**config.mk**
```make
export PLATFORM = sky130hd
export DESIGN_NAME = mips_debug_unit
export DESIGN_NICKNAME = d
export VERILOG_FILES = /design/src/rtl/mips_pkg.sv /design/src/rtl/debug_word_serializer.sv /design/src/rtl/mips_debug_unit.sv
export SDC_FILE = /design/constraint.sdc
export NUM_CORES = 1
export LEC_CHECK = 0
export ABC_AREA = 1
export BUFFER_PORTS_ARGS = -buffer_cell sky130_fd_sc_hd__buf_2
export CAP_MARGIN = 20
export CORE_MARGIN = 10
export CORE_UTILIZATION = 55
export CTS_CLUSTER_DIAMETER = 30
export DETAILED_ROUTE_END_ITERATION = 16
export PLACE_DENSITY_LB_ADDON = 0.1
export REMOVE_ABC_BUFFERS = 1
export SLEW_MARGIN = 20
export SYNTH_ARGS = -nofsm -noshare
export SYNTH_HDL_FRONTEND = slang
export SYNTH_HIERARCHICAL = 1
export SYNTH_SLANG_ARGS = --single-unit
```
**constraint.sdc**
```tcl
create_clock -name i_clk -period 2.68 [get_ports i_clk]
set_input_delay 0.134 -clock i_clk [delete_from_list [all_inputs] [get_ports i_clk]]
set_output_delay 0.134 -clock i_clk [all_outputs]
set_load 0.01 [all_outputs]
```
**src/rtl/mips_pkg.sv**
```systemverilog
// Shared constants, command opcodes and FSM encoding for the MIPS debug unit.
package mips_pkg;

    localparam int unsigned LEN               = 32;
    localparam int unsigned NB_BYTE           = 8;
    localparam int unsigned BYTES_PER_WORD    = LEN / NB_BYTE;
    localparam int unsigned NB_BIDX           = $clog2(BYTES_PER_WORD);
    localparam int unsigned RAM_DEPTH_PROGRAM = 32;
    localparam int unsigned RAM_DEPTH_DATA    = 32;
    localparam int unsigned NB_PADDR          = 5;
    localparam int unsigned NB_DADDR          = 5;
    // Load word counter spans the full range of the count byte.
    localparam int unsigned NB_WIDX           = NB_BYTE;
    // Dump frame: PC word, cycle-count word, then every data memory word.
    localparam int unsigned DUMP_WORDS        = 2 + RAM_DEPTH_DATA;
    localparam int unsigned NB_DIDX           = $clog2(DUMP_WORDS);

    localparam logic [NB_BYTE-1:0] CMD_LOAD = 8'h4C;
    localparam logic [NB_BYTE-1:0] CMD_CONT = 8'h43;
    localparam logic [NB_BYTE-1:0] CMD_STEP = 8'h53;

    typedef enum logic [3:0] {
        ST_IDLE,
        ST_LOAD_CNT,
        ST_LOAD_BYTE,
        ST_LOAD_WR,
        ST_RUN,
        ST_STEP,
        ST_DUMP_LD,
        ST_DUMP_TX,
        ST_DUMP_WAIT
    } state_e;

endpackage

```
**src/rtl/debug_word_serializer.sv**
```systemverilog
// Holds one LEN-bit word and hands it to the UART transmitter MSB byte first.
module debug_word_serializer
    import mips_pkg::*;
(
    input  logic               i_clk,
    input  logic               i_rst,
    input  logic               i_load,
    input  logic [LEN-1:0]     i_word,
    input  logic               i_send,
    output logic [NB_BYTE-1:0] o_tx_data,
    output logic               o_tx_start,
    output logic               o_done_c
);

    localparam int unsigned NB_SENT = NB_BIDX + 1;

    logic [LEN-1:0]     word_q, word_d;
    logic [NB_SENT-1:0] sent_q, sent_d;
    logic [NB_BYTE-1:0] tx_data_q, tx_data_d;
    logic               tx_start_q, tx_start_d;

    assign o_done_c   = (sent_q == NB_SENT'(BYTES_PER_WORD));
    assign o_tx_data  = tx_data_q;
    assign o_tx_start = tx_start_q;

    // Load a fresh word, or present the top byte with a one-cycle start strobe and shift.
    always_comb begin
        word_d     = word_q;
        sent_d     = sent_q;
        tx_data_d  = tx_data_q;
        tx_start_d = 1'b0;
        if (i_load) begin
            word_d = i_word;
            sent_d = '0;
        end else if (i_send && !o_done_c) begin
            tx_data_d  = word_q[LEN-1 -: NB_BYTE];
            tx_start_d = 1'b1;
            word_d     = {word_q[LEN-NB_BYTE-1:0], {NB_BYTE{1'b0}}};
            sent_d     = sent_q + NB_SENT'(1);
        end
    end

    // Serializer registers.
    always_ff @(posedge i_clk or negedge i_rst) begin
        if (!i_rst) begin
            word_q     <= '0;
            sent_q     <= '0;
            tx_data_q  <= '0;
            tx_start_q <= 1'b0;
        end else begin
            word_q     <= word_d;
            sent_q     <= sent_d;
            tx_data_q  <= tx_data_d;
            tx_start_q <= tx_start_d;
        end
    end

endmodule

```
**src/rtl/mips_debug_unit.sv**
```systemverilog
// Host-side debug controller: loads program memory, runs or steps the core, dumps state.
module mips_debug_unit
    import mips_pkg::*;
(
    input  logic                i_clk,
    input  logic                i_rst,
    input  logic [NB_BYTE-1:0]  i_rx_data,
    input  logic                i_rx_done,
    output logic [NB_BYTE-1:0]  o_tx_data,
    output logic                o_tx_start,
    input  logic                i_tx_done,
    output logic                o_prog_we,
    output logic [NB_PADDR-1:0] o_prog_addr,
    output logic [LEN-1:0]      o_prog_data,
    output logic                o_cpu_en,
    output logic                o_cpu_rst_n,
    input  logic                i_halt,
    input  logic [LEN-1:0]      i_pc,
    output logic [NB_DADDR-1:0] o_dmem_addr,
    input  logic [LEN-1:0]      i_dmem_data
);

    state_e              state_q, state_d;
    logic [NB_WIDX-1:0]  nwords_q, nwords_d;
    logic [NB_WIDX-1:0]  widx_q, widx_d;
    logic [NB_BIDX-1:0]  bidx_q, bidx_d;
    logic [LEN-1:0]      asm_q, asm_d;
    logic [NB_DIDX-1:0]  didx_q, didx_d;
    logic [LEN-1:0]      cyc_q, cyc_d;
    logic                prog_we_q, prog_we_d;
    logic [NB_PADDR-1:0] prog_addr_q, prog_addr_d;
    logic [LEN-1:0]      prog_data_q, prog_data_d;
    logic                cpu_en_q, cpu_en_d;
    logic                cpu_rst_n_q, cpu_rst_n_d;
    logic [NB_DADDR-1:0] dmem_addr_q, dmem_addr_d;

    logic                ser_load_c;
    logic                ser_send_c;
    logic [LEN-1:0]      ser_word_c;
    logic                ser_done_c;

    assign o_prog_we   = prog_we_q;
    assign o_prog_addr = prog_addr_q;
    assign o_prog_data = prog_data_q;
    assign o_cpu_en    = cpu_en_q;
    assign o_cpu_rst_n = cpu_rst_n_q;
    assign o_dmem_addr = dmem_addr_q;

    debug_word_serializer u_ser (
        .i_clk      (i_clk),
        .i_rst      (i_rst),
        .i_load     (ser_load_c),
        .i_word     (ser_word_c),
        .i_send     (ser_send_c),
        .o_tx_data  (o_tx_data),
        .o_tx_start (o_tx_start),
        .o_done_c   (ser_done_c)
    );

    // Next-state and registered-output logic for command, load, run/step and dump.
    always_comb begin
        state_d     = state_q;
        nwords_d    = nwords_q;
        widx_d      = widx_q;
        bidx_d      = bidx_q;
        asm_d       = asm_q;
        didx_d      = didx_q;
        cyc_d       = cyc_q;
        prog_we_d   = 1'b0;
        prog_addr_d = prog_addr_q;
        prog_data_d = prog_data_q;
        cpu_en_d    = 1'b0;
        cpu_rst_n_d = cpu_rst_n_q;
        dmem_addr_d = dmem_addr_q;
        ser_load_c  = 1'b0;
        ser_send_c  = 1'b0;
        ser_word_c  = i_dmem_data;

        // Saturating count of cycles the core was allowed to advance.
        if (cpu_en_q && (cyc_q != '1)) begin
            cyc_d = cyc_q + LEN'(1);
        end

        case (state_q)
            ST_IDLE: begin
                if (i_rx_done) begin
                    case (i_rx_data)
                        CMD_LOAD: begin
                            state_d     = ST_LOAD_CNT;
                            cpu_rst_n_d = 1'b0;
                        end
                        CMD_CONT: state_d = ST_RUN;
                        CMD_STEP: begin
                            state_d  = ST_STEP;
                            cpu_en_d = !i_halt;
                        end
                        default: ;
                    endcase
                end
            end
            ST_LOAD_CNT: begin
                if (i_rx_done) begin
                    nwords_d = i_rx_data;
                    widx_d   = '0;
                    bidx_d   = '0;
                    if (i_rx_data == '0) begin
                        state_d     = ST_IDLE;
                        cpu_rst_n_d = 1'b1;
                        cyc_d       = '0;
                    end else begin
                        state_d = ST_LOAD_BYTE;
                    end
                end
            end
            ST_LOAD_BYTE: begin
                if (i_rx_done) begin
                    asm_d  = {asm_q[LEN-NB_BYTE-1:0], i_rx_data};
                    bidx_d = bidx_q + NB_BIDX'(1);
                    if (bidx_q == NB_BIDX'(BYTES_PER_WORD - 1)) begin
                        state_d = ST_LOAD_WR;
                        // Words past the end of program memory are swallowed.
                        if (widx_q < NB_WIDX'(RAM_DEPTH_PROGRAM)) begin
                            prog_we_d   = 1'b1;
                            prog_addr_d = NB_PADDR'(widx_q);
                            prog_data_d = asm_d;
                        end
                    end
                end
            end
            ST_LOAD_WR: begin
                widx_d = widx_q + NB_WIDX'(1);
                bidx_d = '0;
                if (widx_d == nwords_q) begin
                    state_d     = ST_IDLE;
                    cpu_rst_n_d = 1'b1;
                    cyc_d       = '0;
                end else begin
                    state_d = ST_LOAD_BYTE;
                end
            end
            ST_RUN: begin
                if (i_halt) begin
                    state_d     = ST_DUMP_LD;
                    didx_d      = '0;
                    dmem_addr_d = '0;
                end else begin
                    cpu_en_d = 1'b1;
                end
            end
            ST_STEP: begin
                state_d     = ST_DUMP_LD;
                didx_d      = '0;
                dmem_addr_d = '0;
            end
            ST_DUMP_LD: begin
                ser_load_c = 1'b1;
                if (didx_q == NB_DIDX'(0)) begin
                    ser_word_c = i_pc;
                end else if (didx_q == NB_DIDX'(1)) begin
                    ser_word_c = cyc_q;
                end
                state_d = ST_DUMP_TX;
            end
            ST_DUMP_TX: begin
                ser_send_c = 1'b1;
                state_d    = ST_DUMP_WAIT;
            end
            ST_DUMP_WAIT: begin
                if (i_tx_done) begin
                    if (!ser_done_c) begin
                        state_d = ST_DUMP_TX;
                    end else if (didx_q == NB_DIDX'(DUMP_WORDS - 1)) begin
                        state_d = ST_IDLE;
                    end else begin
                        didx_d  = didx_q + NB_DIDX'(1);
                        state_d = ST_DUMP_LD;
                        // Memory address leads the word latch by one cycle.
                        if (didx_q != NB_DIDX'(0)) begin
                            dmem_addr_d = NB_DADDR'(didx_q - NB_DIDX'(1));
                        end
                    end
                end
            end
            default: state_d = ST_IDLE;
        endcase
    end

    // State and output registers.
    always_ff @(posedge i_clk or negedge i_rst) begin
        if (!i_rst) begin
            state_q     <= ST_IDLE;
            nwords_q    <= '0;
            widx_q      <= '0;
            bidx_q      <= '0;
            asm_q       <= '0;
            didx_q      <= '0;
            cyc_q       <= '0;
            prog_we_q   <= 1'b0;
            prog_addr_q <= '0;
            prog_data_q <= '0;
            cpu_en_q    <= 1'b0;
            cpu_rst_n_q <= 1'b1;
            dmem_addr_q <= '0;
        end else begin
            state_q     <= state_d;
            nwords_q    <= nwords_d;
            widx_q      <= widx_d;
            bidx_q      <= bidx_d;
            asm_q       <= asm_d;
            didx_q      <= didx_d;
            cyc_q       <= cyc_d;
            prog_we_q   <= prog_we_d;
            prog_addr_q <= prog_addr_d;
            prog_data_q <= prog_data_d;
            cpu_en_q    <= cpu_en_d;
            cpu_rst_n_q <= cpu_rst_n_d;
            dmem_addr_q <= dmem_addr_d;
        end
    end

endmodule

```
==> impl_metrics.tcl, run 1 <==
set metrics [dict create \
    outcome "finished clean" \
    htreeDepth 4 \
    final.period_utilization 0.793 \
    final_common_cell "nand2_1" \
    power.density_mw_per_mm2 780 \
    clk_pin_slew_ns 0.07 \
    required_ns 3.00 \
    worst_slew_pin_slew_ns 0.743 \
    cts_buffers 17 \
    critPathKind "reg2reg" \
    synth-edff-count 0 \
    grt_pass1_wl_mm 38.7 \
    tritoncts "done" \
    max-slew-margin-rel 0.505 \
    start_kind "flip-flop" \
    first_pass_iters 7 \
    fin_total_pwr_mw 8.59 \
    crit_fanout 10 \
    initial_utilization 0.555 \
    crit_path_end_kind "flip-flop" \
    dieArea_sq_mm 0.0229 \
    die_y_um 151 \
    vias 8288 \
    grt_overflow 0 \
    p_int_mw 5.52 \
    hold_path.class "in2reg" \
    async_reset_ff_frac 1.00 \
    drt_iter0_markers 711 \
    drt-wirelength-per-cell_um 15.0 \
    skew_ns 0.0116 \
    synth_area_sq_mm 0.00951 \
    avgSynthCellArea_sq_um 7.71 \
    crit_slowest_cell "dfrtp_1" \
    fin_crit_ns 2.12 \
    num_antenna_cells 0 \
    pin_count 131 \
    ant_nets 0 \
    rsz0062_at_grt "false" \
    switching_share 0.357 \
    peakVddDrop_v 0.000460 \
    maxCapViolCount 0 \
    cts_setup_buffers 0 \
    synth_ff_type "dfrtp_1" \
    fmax_mhz 471 \
    area.growth.synth_to_final_pct 15.7 \
    final_core_util 0.643 \
    ys_ff_latch 173 \
    cp_top_family "simple AND/OR/NAND/NOR gates" \
    gp_congestion 0.945 \
    antenna_found_initial 0 \
    wl_mm 24.0 \
    max-clock-path-buffers 2 \
    fillers 1530 \
    clk_latency_ns 0.44 \
    layout_common_cells "nand2_1 (388), dfrtp_1 (172), inv_1 (140), buf_2 (129), nor2_1 (100)" \
    grt_max_degree 78 \
    drive_gt1_frac 0.196 \
    p_seq_frac 0.437 \
    cts-hold-fix-buffers 7 \
    p_comb_frac 0.272 \
    ys_seq_area_frac 0.455 \
    clock_sinks 173 \
    hpwl_mm 17.4 \
    cts-root-buf "clkbuf_16" \
    crit_path_cell_trace "ha_1 > xnor2_1 > nand2_1 > nor2_1 > nand2_1 > nor2_1 > nand3_1 > nand2_2 > nand4_2 > and2_1" \
    slew_violations 0 \
    grt_util_all_layers 0.210 \
    power.switching_mw 3.07 \
    p_leak_nw 5.56 \
    placementRows 48 \
    grt_pass1_vias 7681 \
    yosysUniqueCellTypes 45 \
    numPortBuffers 130 \
    ys_warn_count 6 \
    fp.dieW_um 151 \
    syn_inst 1233 \
    drc 0 \
    post_cts_resized 0 \
    core-area_sq_mm 0.0171 \
    setup-violations-final 0 \
    nets 1448 \
    final-hold-violation-count 0 \
    slowest_delay_ns 0.43 \
    power_frac_clock 0.291 \
    path_buf_inv 0 \
    crit_arrival_ns 2.44 \
    drt-vias-per-instance 5.18 \
]
==> layer usage <==
layer	wire (um)	part of all wire	vias to the layer above	global-route usage
li1	-	-	4172	-
met1	11600	0.48	3860	0.304
met2	10800	0.45	237	0.316
met3	1430	0.059	19	0.0401
met4	232	0.0097	0	0.0549
met5	0	0	-	0
==> worst register-to-register path: cells and delay by family, from the launching register on <==
kind / cells / cell delay, ns
xor gates and xnor gates: 1 / 0.18
adders and majority gates: 1 / 0.34
and+or+nand+nor: 8 / 1.05
DFF: 1 / 0.43
==> worst paths after layout <==
path | startpoint | to | slack, ns | cells past startpoint
max | widx_q[0] | cyc_q[31] | 0.56 | 10
min | i_rx_data[6] | o_prog_data[6] | 0.009 | 3
max reg2reg | widx_q[0] | cyc_q[31] | 0.56 | 10
min reg2reg | u_ser/word_q[29] | u_ser/o_tx_data[5] | 0.47 | 2
max in group asynchronous | i_rst | o_cpu_rst_n | 1.55 | 3
min in group asynchronous | i_rst | o_prog_data[25] | 0.30 | 2
==> state kept, by name, summed over array words and instances, names as in the netlist, 6 cells and up <==
name	count
cyc_q	32
o_prog_data	32
u_ser/word_q	32
asm_q	24
nwords_q	8
u_ser/o_tx_data	8
widx_q	8
didx_q	6
==> cell type report <==
| class | count | area (sq um) | area share |
|---|---|---|---|
| Sequential cell | 173 | 4330 | 0.394 |
| Clock inverter | 15 | 176 | 0.0160 |
| Inverter | 156 | 591 | 0.0537 |
| Clock buffer | 17 | 425 | 0.0387 |
| Tap cell | 225 | 282 | 0.0256 |
| Multi-Input combinational cell | 860 | 4320 | 0.393 |
| Timing Repair Buffer | 154 | 880 | 0.0799 |
==> cells by family (layout without fill, tap and decap cells) <==
family / after synthesis / in the layout / synth area share
and+or+nand+nor: 635 / 635 / 0.288
buffers and inverters: 200 / 342 / 0.0919
AOI/OAI and AO/OA: 184 / 184 / 0.123
DFF: 173 / 173 / 0.455
xor gates and xnor gates: 29 / 29 / 0.0267
adders and majority gates: 9 / 9 / 0.0118
muxes: 3 / 3 / 0.00316
==> metrics by stage <==
step                      area, sq um  instances  setup WS [ns]  TNS [ns]  hold WS (ns)
after detailed placement        10300       1561          0.557         0         0.226
after global routing            11000       1600          0.356         0        0.0136
after floorplan                  9230       1189          -1.16    -36.79        -0.162
final                           11000       1600          0.555         0       0.00874
after CTS                       11000       1600          0.548         0       0.00181
after global placement          10300       1561          0.607         0         0.227
==> cells in the mapped netlist (9+ instances only) <==
cell,number,share of area
a21oi_1,11,0.0058
and2_1,10,0.0066
buf_2,16,0.0084
buf_6,11,0.013
clkbuf_1,13,0.0051
dfrtp_1,172,0.45
ha_1,9,0.012
inv_1,140,0.055
inv_2,14,0.0055
nand2_1,388,0.15
nand3_1,75,0.039
nor2_1,101,0.040
nor3_1,16,0.0084
o211ai_1,32,0.025
o21ai_0,92,0.048
o21ai_2,35,0.032
or2_2,12,0.0079
xor2_1,25,0.023
==> power groups by stage <==
| stage | combinational [mW] | sequential [mW] | clock, mW |
|---|---|---|---|
| after global routing | 2.66 | 3.84 | 2.67 |
| final | 2.33 | 3.75 | 2.50 |
| after detailed placement | 2.33 | 3.79 | 0 |
| after global placement | 2.29 | 3.77 | 0 |
| after floorplan | 1.48 | 3.81 | 0 |
| after CTS | 2.36 | 3.75 | 2.55 |
No activity file was read; power rests on OpenSTA's default activity.
==> run 2, diff against run 1 <==
==> constraint.sdc (replaced) <==
create_clock -name i_clk -period 2 [get_ports i_clk]
set_input_delay 0.1 -clock i_clk [delete_from_list [all_inputs] [get_ports i_clk]]
set_output_delay 0.1 -clock i_clk [all_outputs]
set_load 0.01 [all_outputs]
==> run 2 against run 1 <==
Net effect:
- the flow now finishes with violations (negative setup slack)
- sequential share of layout area down 2.0 points
- cell area is 5.4% higher
- routed wire length rose by 4.1%
- combinational power increased by 57%
- register-to-register slack got worse by 0.60 ns
- count of clock-buffer cells in the layout rose by 1
- sequential cell count is the same
- core utilization is 3.5 points higher
- setup slack worse by 0.60 ns
- worst hold slack improved by 0.0096 ns
- via count grew 2.5%
- non-clock buffer count rose by 47
- critical path type unchanged
==> impl_metrics.tcl, run 2 (synthesis gave the netlist of run 1 again) <==
set metrics [dict create \
    p_comb_frac 0.304 \
    place_area_sq_mm 0.0106 \
    p_leak_nw 5.83 \
    fillers 1516 \
    p_seq_frac 0.419 \
    numPortBuffers 130 \
    grt_pass1_vias 7906 \
    drt_iter0_markers 631 \
    max-clock-path-buffers 2 \
    critPathKind "reg2reg" \
    nets 1500 \
    num_antenna_cells 0 \
    peakVddDrop_v 0.000607 \
    fin_crit_ns 2.04 \
    dp.cells 1593 \
    required_ns 2.31 \
    dieArea_sq_mm 0.0229 \
    hpwl_mm 17.7 \
    power_frac_clock 0.277 \
    min-delay-start "i_dmem_data[2]" \
    worst_slew_pin_slew_ns 0.548 \
    placementRows 48 \
    fp.dieW_um 151 \
    power.density_mw_per_mm2 1030 \
    rsz0062_at_grt "true" \
    power.switching_mw 4.25 \
    clk_pin_slew_ns 0.07 \
    maxCapViolCount 0 \
    grt_overflow 0 \
    gp_congestion 0.934 \
    skew_ns 0.00932 \
    final-hold-violation-count 0 \
    violations "negative setup slack" \
    initial_utilization 0.555 \
    ant_nets 0 \
    slew_violations 0 \
    drt-vias-per-instance 5.14 \
    rrSetupSlack_ns -0.04 \
    drt-wirelength-per-cell_um 15.1 \
    fmax_mhz 489 \
    vias 8492 \
    switching_share 0.354 \
    htreeDepth 4 \
    max-slew-margin-rel 0.635 \
    drc 0 \
    grt_pass1_wl_mm 39.6 \
    clock_sinks 173 \
    multi_input_area_sq_mm 0.00446 \
    grt_util_all_layers 0.214 \
    tritoncts "done" \
    hold_path.class "in2reg" \
    cts_buffers 17 \
    area.growth.synth_to_final_pct 22.0 \
    fin_total_pwr_mw 12.0 \
    pin_count 131 \
    setup-violations-final 15 \
    post-place-ws_ns -0.0220 \
    crit_arrival_ns 2.35 \
    die_y_um 151 \
    p_int_mw 7.75 \
    crit_path_end_kind "flip-flop" \
    crit_fanout 8 \
    crit_start "widx_q[0]" \
    final.period_utilization 1.02 \
    fin_cells 1651 \
    layout_common_cells "nand2_1 (384), dfrtp_1 (172), inv_1 (138), buf_2 (129), nor2_1 (95)" \
    start_kind "flip-flop" \
    final_common_cell "nand2_1" \
    fin_area_sq_mm 0.0116 \
    first_pass_iters 5 \
    drive_gt1_frac 0.235 \
    core-area_sq_mm 0.0171 \
    outcome "complete, but fails checks" \
    wl_mm 25.0 \
    clk_latency_ns 0.43 \
    seqCellArea_sq_mm 0.00433 \
    cts-root-buf "clkbuf_16" \
    grt_max_degree 56 \
    r2r_start "widx_q[0]" \
    antenna_found_initial 0 \
    setup_slack_ns -0.0433 \
]
[run 2: worst paths after layout]
| path | endpoint | cells after the start |
|---|---|---|
| worst max-delay path | cyc_q[23] | 12 |
| worst min-delay path | u_ser/word_q[2] | 5 |
| worst max register to register | cyc_q[23] | 12 |
| worst min register to register | u_ser/o_tx_data[5] | 2 |
| max in group asynchronous | u_ser/word_q[19] | 3 |
| min in group asynchronous | o_prog_data[26] | 2 |
[run 2: metal layers]
metal | routed length [um] | vias up | share of wire | track usage
met2 | 11200 | 228 | 0.45 | 0.322
met3 | 1600 | 18 | 0.064 | 0.0365
met4 | 214 | 0 | 0.0086 | 0.0520
met1 | 12000 | 3967 | 0.48 | 0.314
li1 | - | 4279 | - | -
met5 | 0 | - | 0 | 0
[run 2: timing repair]
action,in CTS,in global routing
resized for setup,4,39
hold buffers,12,0
endpoints found under the hold margin,67,0
setup buffers,1,8
gates cloned,2,4
pin swaps,1,9
endpoints found under the setup margin,27,93
[run 2: power groups by stage]
| stage | combinational [mW] | sequential [mW] | clock, mW |
|---|---|---|---|
| 3_5_place_dp | 3.32 | 5.03 | 0 |
| 2_1_floorplan | 1.99 | 5.10 | 0 |
| 4_1_cts | 3.43 | 4.99 | 3.36 |
| 5_1_grt | 4.14 | 5.13 | 3.53 |
| 3_3_place_gp | 3.26 | 5.01 | 0 |
| 6_report | 3.65 | 5.02 | 3.33 |
[run 2: metrics by stage]
step | hold slack (ns) | setup TNS, ns | utilization
6_report | 0.0184 | -0.333 | 0.678
3_5_place_dp | 0.102 | -0.217 | 0.620
4_1_cts | 0.0184 | 0 | 0.663
3_3_place_gp | 0.101 | 0 | 0.620
2_1_floorplan | -0.196 | -88.58 | -
5_1_grt | 0.0275 | -7.81 | 0.678
[run 2: layout make-up]
| class | count | share of cell area |
|---|---|---|
| clock inverters | 13 | 0.0132 |
| well taps | 225 | 0.0243 |
| repair buffers | 201 | 0.113 |
| clock buffers | 18 | 0.0370 |
| flip-flops and latches | 173 | 0.373 |
| inverters | 156 | 0.0524 |
| multi-input cells | 861 | 0.385 |
| repair inverters | 4 | 0.00237 |
[run 2: worst max-delay path: stages, from the launching register on]
cell,delay (ns)
dfrtp_1,0.42
buf_6,0.14
clkinvlp_4,0.11
nor2_4,0.23
nand3_2,0.10
nand3_2,0.09
nand2_2,0.06
nor2_2,0.11
nand3_2,0.11
nand2_4,0.10
nand3_4,0.21
inv_4,0.18
nor2_1,0.05
==> run 3, diff against run 2 <==
--- a/config.mk
+++ b/config.mk
@@ -17,5 +17,4 @@
 export SLEW_MARGIN = 20
 export SYNTH_ARGS = -nofsm -noshare
 export SYNTH_HDL_FRONTEND = slang
-export SYNTH_HIERARCHICAL = 1
 export SYNTH_SLANG_ARGS = --single-unit
==> run 3 against run 2 <==
Net effect:
- sequential cell count did not move
- global-route usage grew 0.089 points
- highest routed layer is now met5
- synthesized area fell by 6.3%
- the run now ends clean
- final cell count fell by 7.0%
- register-to-register slack improved by 0.097 ns
- setup slack gained 0.097 ns
- synthesized cell count down 6.7%
- clock skew shrank 0.0013 ns
- critical path depth up 1
- worst hold slack got worse by 0.017 ns
- first-iteration DRC count is 16% lower
==> impl_metrics.tcl, run 3 <==
set metrics [dict create \
    outcome "finished clean" \
    crit_arrival_ns 2.26 \
    die_y_um 147 \
    grt_pass1_vias 7790 \
    first_pass_iters 5 \
    vias 7950 \
    min_to "o_cpu_en" \
    synth_top_area_frac 0.483 \
    cts-root-buf "clkbuf_16" \
    synth_area_sq_mm 0.00891 \
    skew_ns 0.00803 \
    grt_util_all_layers 0.215 \
    tritoncts "done" \
    hpwl_mm 17.0 \
    r2r_cells 13 \
    clk_latency_ns 0.42 \
    p_leak_nw 5.26 \
    setup-violations-final 0 \
    crit_path_cell_trace "ha_2 > or2_4 > nand3_2 > nand2_1 > inv_1 > nand2_1 > nor2_1 > nand3_1 > nand2_2 > nand3_4 > inv_8 > clkbuf_16 > nor2_1" \
    fp.dieW_um 147 \
    rrSetupSlack_ns 0.05 \
    area.growth.synth_to_final_pct 22.9 \
    start_kind "flip-flop" \
    fmax_mhz 514 \
    max-clock-path-buffers 2 \
    p_seq_frac 0.425 \
    drt_iter0_markers 533 \
    worstReg2RegEnd "cyc_q[28]" \
    hold_depth 4 \
    grt_overflow 0 \
    dieArea_sq_mm 0.0217 \
    avgSynthCellArea_sq_um 7.74 \
    max-slew-margin-rel 0.607 \
    crit_fanout 8 \
    switching_share 0.344 \
    crit_slowest_cell "dfrtp_1" \
    drc 0 \
    synth_ff_type "dfrtp_1" \
    antenna_found_initial 8 \
    clock_sinks 173 \
    gp_congestion 0.890 \
    ant_nets 0 \
    ys_top_cells_by_count "nand2_1 (259), o21ai_0 (176), dfrtp_1 (172), inv_1 (145), nor2_1 (114)" \
    slowest_delay_ns 0.41 \
    numPortBuffers 130 \
    yosysUniqueCellTypes 40 \
    yosysMostFrequentCell "nand2_1" \
    power_frac_clock 0.286 \
    final.period_utilization 0.973 \
    drt-vias-per-instance 5.18 \
    ys_warn_count 0 \
    ys_top_cells_by_area "dfrtp_1 (48%), nand2_1 (11%), o21ai_0 (9.9%), inv_1 (6.1%), nor2_1 (4.8%)" \
    p_int_mw 8.29 \
    crit_path_end_kind "flip-flop" \
    ys_ff_latch 173 \
    drive_gt1_frac 0.192 \
    critPathKind "reg2reg" \
    multi_input_area_sq_mm 0.00387 \
    fillers 1400 \
    cts_buffers 17 \
    seqCellArea_sq_mm 0.00433 \
    rsz0062_at_grt "true" \
    drt-wirelength-per-cell_um 15.5 \
    min-delay-start "i_halt" \
    core-area_sq_mm 0.0159 \
    nets 1388 \
    r2r_start "widx_q[0]" \
    pin_count 131 \
    grt_max_degree 60 \
    tns_ns 0 \
    power.switching_mw 4.35 \
    htreeDepth 4 \
    final_common_cell "nand2_1" \
    ys_seq_area_frac 0.486 \
    fin_crit_ns 1.95 \
    required_ns 2.32 \
    synth_area_leader_cell "dfrtp_1" \
    clk_pin_slew_ns 0.07 \
    initial_utilization 0.561 \
    slew_violations 0 \
    hold_path.class "in2reg" \
    wl_mm 23.8 \
    power.density_mw_per_mm2 1150 \
    p_comb_frac 0.289 \
    synth-edff-count 0 \
    whs_ns 0.00166 \
    async_reset_ff_frac 1.00 \
    syn_inst 1151 \
    layout_common_cells "nand2_1 (256), o21ai_0 (175), dfrtp_1 (171), inv_1 (143), buf_2 (129)" \
    worst_slew_pin_slew_ns 0.589 \
    maxCapViolCount 0 \
    final-hold-violation-count 0 \
    peakVddDrop_v 0.000857 \
    grt_pass1_wl_mm 38.8 \
    placementRows 46 \
]
-- run 3: cell count changes in the layout (fill, tap and decap cells not counted), moves of 10 or more --
cell,change
nand2_1,-128
buf_4,-27
nand3_1,-24
nor2_1,+16
o211ai_1,-32
o21ai_0,+86
o21ai_2,-34
and2_1,-10
or2_2,-10
a21oi_1,+53
-- run 3: cell type report --
type                            count  share of cell area
Sequential cell                   173               0.395
Inverter                          153              0.0544
Tap cell                          216              0.0247
Multi-Input combinational cell    779               0.353
Clock buffer                       18              0.0401
Antenna cell                        3            0.000685
Timing Repair Buffer              179               0.113
Clock inverter                     14              0.0187
-- run 3: stage by stage --
step	setup WS, ns	utilization	instances	total power, mW	instance area (sq um)
4_1_cts	0.00965	0.677	1525	12.5	10700
5_1_grt	-0.0688	0.689	1532	13.5	10900
6_report	0.0541	0.690	1535	12.6	11000
3_5_place_dp	0.0313	0.630	1483	8.81	10000
3_3_place_gp	0.0847	0.630	1483	8.72	10000
2_1_floorplan	-0.976	-	1105	7.35	8680
-- run 3: power by group through the flow --
stage | Sequential [mW] | Clock (mW) | Combinational (mW)
finish | 5.37 | 3.62 | 3.65
floorplan | 5.48 | 0 | 1.87
CTS | 5.34 | 3.67 | 3.48
global placement | 5.36 | 0 | 3.36
detailed placement | 5.38 | 0 | 3.43
global route | 5.50 | 3.83 | 4.15
-- run 3: critical path: cells and delay by family (launching register included) --
family,cells,cell delay [ns]
AND/OR/NAND/NOR,9,0.88
flip-flops,1,0.41
adder cells (fa/ha/maj),1,0.22
buffers and inverters,3,0.31
-- run 3: timing repair --
| action | 4_1_cts | 5_1_grt |
|---|---|---|
| hold buffers | 10 | 0 |
| setup endpoints to repair | 0 | 43 |
| buffers inserted | 0 | 5 |
| resized for setup | 0 | 33 |
| endpoints found under the hold margin | 73 | 0 |
-- run 3: kinds of logic after synthesis --
family,count (synthesis),synth area share
compound gates,257,0.148
xor+xnor,31,0.0305
fa+ha+maj,8,0.0112
buf+inv,199,0.0907
flops,173,0.486
mux,3,0.00379
simple gates,480,0.230
-- run 3: layer usage --
metal,vias to the layer above,GRT usage,routed length [um]
met5,-,0,66
li1,3994,-,-
met4,10,0.0624,384
met2,249,0.331,10700
met1,3660,0.285,10700
met3,37,0.0685,1910
-- run 3: how the worst max path moves through the flow --
stage / endpoint / slack, ns / startpoint / cells after the start
6_report: cyc_q[28] / 0.05 / widx_q[0] / 13
5_1_grt: cyc_q[22] / -0.07 / widx_q[0] / 14
4_1_cts: cyc_q[22] / 0.01 / widx_q[0] / 13
3_5_place_dp: cyc_q[6] / 0.03 / cyc_q[1] / 12
3_3_place_gp: cyc_q[6] / 0.08 / cyc_q[1] / 12
2_1_floorplan: u_ser.word_q[10] / -0.98 / didx_q[0] / 6
